<file path="src/rtl/cla_pkg.sv">
// Shared constants and elaboration helpers for the pipelined carry-lookahead adder/subtractor.
package cla_pkg;

   localparam logic OP_ADD = 1'b0;
   localparam logic OP_SUB = 1'b1;

   // Width of the bit segment each pipeline stage resolves.
   function automatic int seg_w(input int n, input int stages);
      return (stages > 0) ? n / stages : n;
   endfunction

   function automatic bit cfg_ok(input int n, input int group, input int stages);
      return (stages >= 1) && (stages <= 8) && (group >= 1) && (n >= 1) &&
             ((n % (stages * group)) == 0);
   endfunction

endpackage

</file>
<file path="src/rtl/cla_group.sv">
// W-bit carry-lookahead cell: flat sum-of-products carries plus group generate/propagate.
module cla_group #(
   parameter int W = 4
) (
   input  logic [W-1:0] g,
   input  logic [W-1:0] p,
   input  logic         cin,
   output logic [W-1:0] c,
   output logic         gg,
   output logic         gp
);

   // c[i] is the carry into bit i; every term is a direct product, no ripple.
   always_comb begin
      logic t;
      t  = 1'b0;
      c  = '0;
      gg = 1'b0;
      for (int i = 0; i < W; i++) begin
         c[i] = cin;
         for (int m = 0; m < i; m++) c[i] = c[i] & p[m];
         for (int j = 0; j < i; j++) begin
            t = g[j];
            for (int m = j + 1; m < i; m++) t = t & p[m];
            c[i] = c[i] | t;
         end
      end
      for (int j = 0; j < W; j++) begin
         t = g[j];
         for (int m = j + 1; m < W; m++) t = t & p[m];
         gg = gg | t;
      end
   end

   assign gp = &p;

endmodule

</file>
<file path="src/rtl/pipelined_cla_addsub.sv">
// Pipelined CLA adder/subtractor: one bit segment per stage, carry registered between
// stages, global stall flow control, flags produced with the final segment.
module pipelined_cla_addsub
   import cla_pkg::*;
#(
   parameter int N      = 32,
   parameter int GROUP  = 4,
   parameter int STAGES = 2
) (
   input  logic         clk,
   input  logic         rst,
   input  logic         in_valid,
   output logic         in_ready,
   input  logic [N-1:0] a,
   input  logic [N-1:0] b,
   input  logic         cin,
   input  logic         op_sub,
   output logic         out_valid,
   input  logic         out_ready,
   output logic [N-1:0] sum,
   output logic         cout,
   output logic         ovf,
   output logic         zero
);

   localparam int SEG = seg_w(N, STAGES);
   localparam int NG  = SEG / GROUP;

   if (!cfg_ok(N, GROUP, STAGES)) begin : g_bad_cfg
      $error("pipelined_cla_addsub: illegal N=%0d GROUP=%0d STAGES=%0d", N, GROUP, STAGES);
   end

   typedef logic [STAGES-1:0][SEG-1:0] word_t;

   logic              stall;
   logic              accept;
   logic [STAGES:1]   vld_pipe;
   logic [N-1:0]      b_eff;
   logic              c0;
   logic              cout_q;
   logic              ovf_q;
   logic              zero_q;

   assign stall     = out_valid & ~out_ready;
   assign in_ready  = ~stall;
   assign accept    = in_valid & in_ready;
   assign out_valid = vld_pipe[STAGES];

   // Subtraction is A + ~B + 1; a borrow-in removes that +1.
   assign b_eff = (op_sub == OP_SUB) ? ~b : b;
   assign c0    = (op_sub == OP_ADD) ? cin : ~cin;

   for (genvar k = 0; k < STAGES; k++) begin : g_stg
      word_t          a_in, b_in, s_in, s_nx;
      word_t          a_q, b_q, s_q;
      logic           c_in, c_nx, c_q;
      logic [SEG-1:0] pv, gv, cb;
      logic [NG-1:0]  ggv, gpv, gc;
      logic           sgg, sgp;
      logic           unused_seg;

      if (k == 0) begin : g_src
         assign a_in = a;
         assign b_in = b_eff;
         assign s_in = '0;
         assign c_in = c0;
      end else begin : g_chain
         assign a_in = g_stg[k-1].a_q;
         assign b_in = g_stg[k-1].b_q;
         assign s_in = g_stg[k-1].s_q;
         assign c_in = g_stg[k-1].c_q;
      end

      assign pv = a_in[k] ^ b_in[k];
      assign gv = a_in[k] & b_in[k];

      for (genvar j = 0; j < NG; j++) begin : g_grp
         cla_group #(.W(GROUP)) u_grp (
            .g   (gv[j*GROUP +: GROUP]),
            .p   (pv[j*GROUP +: GROUP]),
            .cin (gc[j]),
            .c   (cb[j*GROUP +: GROUP]),
            .gg  (ggv[j]),
            .gp  (gpv[j])
         );
      end

      // Second lookahead level across the groups of this segment.
      cla_group #(.W(NG)) u_seg (
         .g   (ggv),
         .p   (gpv),
         .cin (c_in),
         .c   (gc),
         .gg  (sgg),
         .gp  (sgp)
      );

      assign c_nx = sgg | (sgp & c_in);

      always_comb begin
         s_nx    = s_in;
         s_nx[k] = pv ^ cb;
      end

      // Segments other than k only travel through this stage.
      assign unused_seg = ^{a_in, b_in};

      always_ff @(posedge clk) begin
         if (rst) begin
            a_q <= '0;
            b_q <= '0;
            s_q <= '0;
            c_q <= 1'b0;
         end else if (!stall) begin
            a_q <= a_in;
            b_q <= b_in;
            s_q <= s_nx;
            c_q <= c_nx;
         end
      end
   end

   logic unused_tail;
   assign unused_tail = ^{g_stg[STAGES-1].a_q, g_stg[STAGES-1].b_q, g_stg[STAGES-1].c_q};

   always_ff @(posedge clk) begin
      if (rst) begin
         vld_pipe <= '0;
         cout_q   <= 1'b0;
         ovf_q    <= 1'b0;
         zero_q   <= 1'b0;
      end else if (!stall) begin
         vld_pipe[1] <= accept;
         for (int k = 2; k <= STAGES; k++) vld_pipe[k] <= vld_pipe[k-1];
         cout_q <= g_stg[STAGES-1].c_nx;
         ovf_q  <= g_stg[STAGES-1].c_nx ^ g_stg[STAGES-1].cb[SEG-1];
         zero_q <= ~|g_stg[STAGES-1].s_nx;
      end
   end

   assign sum  = g_stg[STAGES-1].s_q;
   assign cout = cout_q;
   assign ovf  = ovf_q;
   assign zero = zero_q;

endmodule
</file>
<file path="config.mk">
export PLATFORM = sky130hd
export DESIGN_NAME = pipelined_cla_addsub
export DESIGN_NICKNAME = d
export VERILOG_FILES = /design/src/rtl/cla_pkg.sv /design/src/rtl/cla_group.sv /design/src/rtl/pipelined_cla_addsub.sv
export SDC_FILE = /design/constraint.sdc
export NUM_CORES = 1
export LEC_CHECK = 0
export ABC_AREA = 1
export CAP_MARGIN = 10
export CORE_ASPECT_RATIO = 0.75
export CORE_UTILIZATION = 47
export DETAILED_ROUTE_END_ITERATION = 16
export GPL_TIMING_DRIVEN = 0
export PLACE_DENSITY = 0.85
export SYNTH_ARGS = -nofsm -noshare
export SYNTH_HDL_FRONTEND = slang
export SYNTH_HIERARCHICAL = 1
export SYNTH_SLANG_ARGS = --single-unit
</file>
<file path="constraint.sdc">
create_clock -name clk -period 2.79 [get_ports clk]
set_input_delay 0.558 -clock clk [delete_from_list [all_inputs] [get_ports clk]]
set_output_delay 0.558 -clock clk [all_outputs]
set_load 0.005 [all_outputs]
</file>
==> results.md <==
- The first TritonRoute pass finished after 4 iterations.
- After detailed routing, the total wire length is 13.7 mm.
- The global-route wire length before repair is 22.3 mm.
- The average instance area after synthesis is 7.52 sq um.
- The final critical-path required period is between 2000 and 3000 ps.
- Before CTS, the worst setup slack after placement is -178 ps.
- Cells with a size suffix above 1 make up a little over an eighth of the layout.
- 0 antenna diodes ended up in the layout.
- Data arrives at the worst endpoint at 2160 ps.
- In the routed design, unresolved DRC markers number 0.
- In this run the biggest area consumer among cell types represents 32.9% of the synthesized area.
- The cell count after synthesis came out at 695.
- The number of antenna violations at the first check in global routing was 0.
- The endpoint identified for the worst register-to-register timing path is zero.
- After synthesis, the most frequently instantiated cells are 103 x nand2_1, 86 x dfxtp_1, 86 x nor2_1.
- The worst register-to-register path begins at g_stg[0].a_q[19].
- After synthesis, the share of flip-flops with an asynchronous set or reset is 0%.
- The max-slew violation count is 0.
- The critical path capture point is in_ready.
- The leakage power total is 0.00301 uW.
- The endpoint type of the worst setup path is an output pin.
- The detail route stage leaves a number of antenna-violating nets equal to 0.
- Entering global routing, the biggest net connects 14 pins.
- The first-iteration detailed-routing DRC count is ~450.
- The area growth from synthesis to layout is 30.2%.
- For this run, the leading register cell type out of synthesis is dfxtp_1.
- For this design the top-level I/O count stands at around 110.
- The hold violation count in the final report is 0.
- The flow ran to the end, and the final reports show no timing, DRC or antenna violations.
- The count of buffers added on input and output ports is 105.
- The placed instance area is 6450 sq um.
- Buffers added to address setup during post-CTS repair amount to 0.
- Setup repair after global routing left no endpoint under its margin.
- The width of the chip is 124 um.
- The largest buffer count on any clock path is 2.
- The worst setup path is launched from an input pin.
- Once the floorplan was initialized, standard cells occupied 49.6% of the core.
- For the pin with the worst max-slew slack, the measured transition is 422 ps.
- Fill cells in the final layout number 916.
- The number of global-route vias before repair is 4699.
- The post-cts repair resize count is 0.
- After clock tree synthesis, the clock-pin slew on the worst setup and hold paths is roughly 60 ps.
- The tool flagged a number of max-cap violations equal to 0.
- The synthesis warning total is 6.
- The average detailed-routed wire length per instance is around 14 um.
- The height of the die is 93.3 um.
- At the end of routability-driven placement, the weighted congestion stood at 0.896.
- The hold buffer count at CTS is 0.
- The cell area that synthesis handed to floorplanning was about 5200 sq um.
- The synthesized netlist net count is 797.
- The data required time at the worst endpoint is 2230 ps.
- The path class of the tightest hold or removal check is reg2reg.
- At the later pin of the worst-skew pair, clock insertion delay measures 340 ps.
- The post-route core utilization is 64.6%.
- The root buffer cell chosen for the clock tree is clkbuf_16.
- The number of clock buffers added by TritonCTS is 9.
- The design area is 6810 sq um.
- In this run the number of H-tree levels came out at 3.
- The count of flip-flops with a built-in enable after synthesis is 0.
- Measured in cells, the most critical reg-to-reg path has a length of 16.
- The detail-routed via count per cell is 5.24.
- The initialized floorplan defines 32 standard-cell rows.
- The critical path class is in2out.
- The estimated wirelength of the detail-placed design is 10.1 mm.
- The core region is 10500 sq um.
- For this run, the total global-route usage over all layers was measured as 24.9%.
- The total vias in the final route is 4986.
- Clock skew on the completed layout was measured at around 7.7 ps.
- In this run the register-to-register setup slack is 230 ps.
- The synthesized design contains between 80 and 90 register bits.
- The synthesized netlist contains 26 unique library cells.
- The portion of the clock cycle consumed by the worst path in the final layout is 97.5%.
- The start point of the critical path is out_ready.
- The final net count is approximately 910.
- Sorting the synthesized cells by area gives the leading types as dfxtp_1 33%, ha_1 7.7%, nand2_1 7.4%.
- Setup violations remaining at the end of the flow were counted as 0.
- Of all nets on the critical path, the largest fanout is 10.
- The sequential share of the synthesized area is about 33%.
- VDD sags by at most 0.309 mV.
- The count of clock tree sinks is 86.
- The power per standard cell area is 592 nW/um^2.
- The worst setup slack after layout is 69.5 ps.
- The TritonCTS clock tree is built.
- The floorplan step defined a die boundary enclosing 11500 sq um.
- Global routing finished with a remaining overflow of 0.
- Yosys instantiated no cell more often than nand2_1.
- The headroom to the max-slew limit is 71.7%.
- After layout, the design draws a total of between 4000 and 5000 uW.
- Of all cell types, the one taking the most synthesized area is dfxtp_1.
- The achievable frequency is between 300 and 400 MHz.
-- state kept, by name, summed over array words and instances (netlist names) --
register	cells
cout	1
g_stg.c_q	1
g_stg.s_q	16
ovf	1
vld_pipe	2
zero	1
g_stg.b_q	16
g_stg.a_q	16
sum	32
-- worst min-delay path by stage --
stage                           start     endpoint  slack (ps)  depth (start not counted)
after CTS                 vld_pipe[1]  vld_pipe[1]         460                          2
final                     vld_pipe[1]  vld_pipe[1]         460                          2
after detailed placement  vld_pipe[1]  vld_pipe[1]         450                          2
after global routing      vld_pipe[1]  vld_pipe[1]         480                          2
after global placement    vld_pipe[1]  vld_pipe[1]         440                          2
after floorplan           vld_pipe[1]  vld_pipe[1]         430                          2
-- layout make-up --
class,instances,area [sq um],share of cell area [%]
plain buffers,41,345,5.07
clock buffers,13,260,3.82
clock inverters,3,90.1,1.32
inverters,69,259,3.81
multi-input cells,499,2910,42.7
flip-flops and latches,86,1720,25.3
well taps,136,170,2.50
repair buffers,105,1050,15.4
-- cells by family (layout without fill, tap and decap cells) --
family / after synthesis / after routing / synth area share [%]
xor gates and xnor gates: 51 / 51 / 8.55
and+or+nand+nor: 254 / 254 / 22.6
adders and majority gates: 32 / 32 / 7.66
AOI/OAI and AO/OA: 162 / 162 / 16.7
DFF: 86 / 86 / 32.9
buffers and inverters: 110 / 231 / 11.6
-- through the flow --
| stage | hold slack [ps] | setup TNS, ps | std cells |
|---|---|---|---|
| floorplan | 429 | 0 | 695 |
| global placement | 441 | -346 | 936 |
| detailed placement | 449 | -432 | 936 |
| CTS | 458 | 0 | 952 |
| global route | 476 | 0 | 952 |
| finish | 460 | 0 | 952 |
-- critical path, cell delays in order --
cell             delay [ps]
clkdlybuf4s50_1         500
inv_2                    50
nand2_4                  90
buf_2                   260
buf_6                   180
clkdlybuf4s50_1         520
-- per-layer routing --
metal | track usage (%) | up-vias | part of all wire [%]
met1 | 34.6 | 2265 | 48
met4 | 6.83 | 0 | 1.5
met3 | 6.22 | 19 | 7.7
met2 | 37.9 | 182 | 42
li1 | - | 2520 | -
met5 | 0 | - | 0
-- power by group --
part           total, uW  switching (uW)  internal, uW  leakage, uW
registers           1480            99.1          1380     0.000714
logic               1140             579           566      0.00213
clock network       1410             481           925     0.000170
total               4030            1160          2870      0.00301
-- placed cells by master, fill, tap and decap left out, drive strengths merged --
| cell type | n |
|---|---|
| bufinv | 3 |
| nand3 | 33 |
| dfxtp | 86 |
| o21ai | 84 |
| nor2 | 86 |
| o21bai | 1 |
| inv | 69 |
| buf | 40 |
| clkdlybuf4s50 | 105 |
| a21o | 11 |
| xnor2 | 33 |
| a31oi | 13 |
| nand4 | 21 |
| clkbuf | 14 |
| a21oi | 53 |
| nand2 | 114 |
| xor2 | 18 |
| ha | 32 |
(Power assumes the default switching activity.)
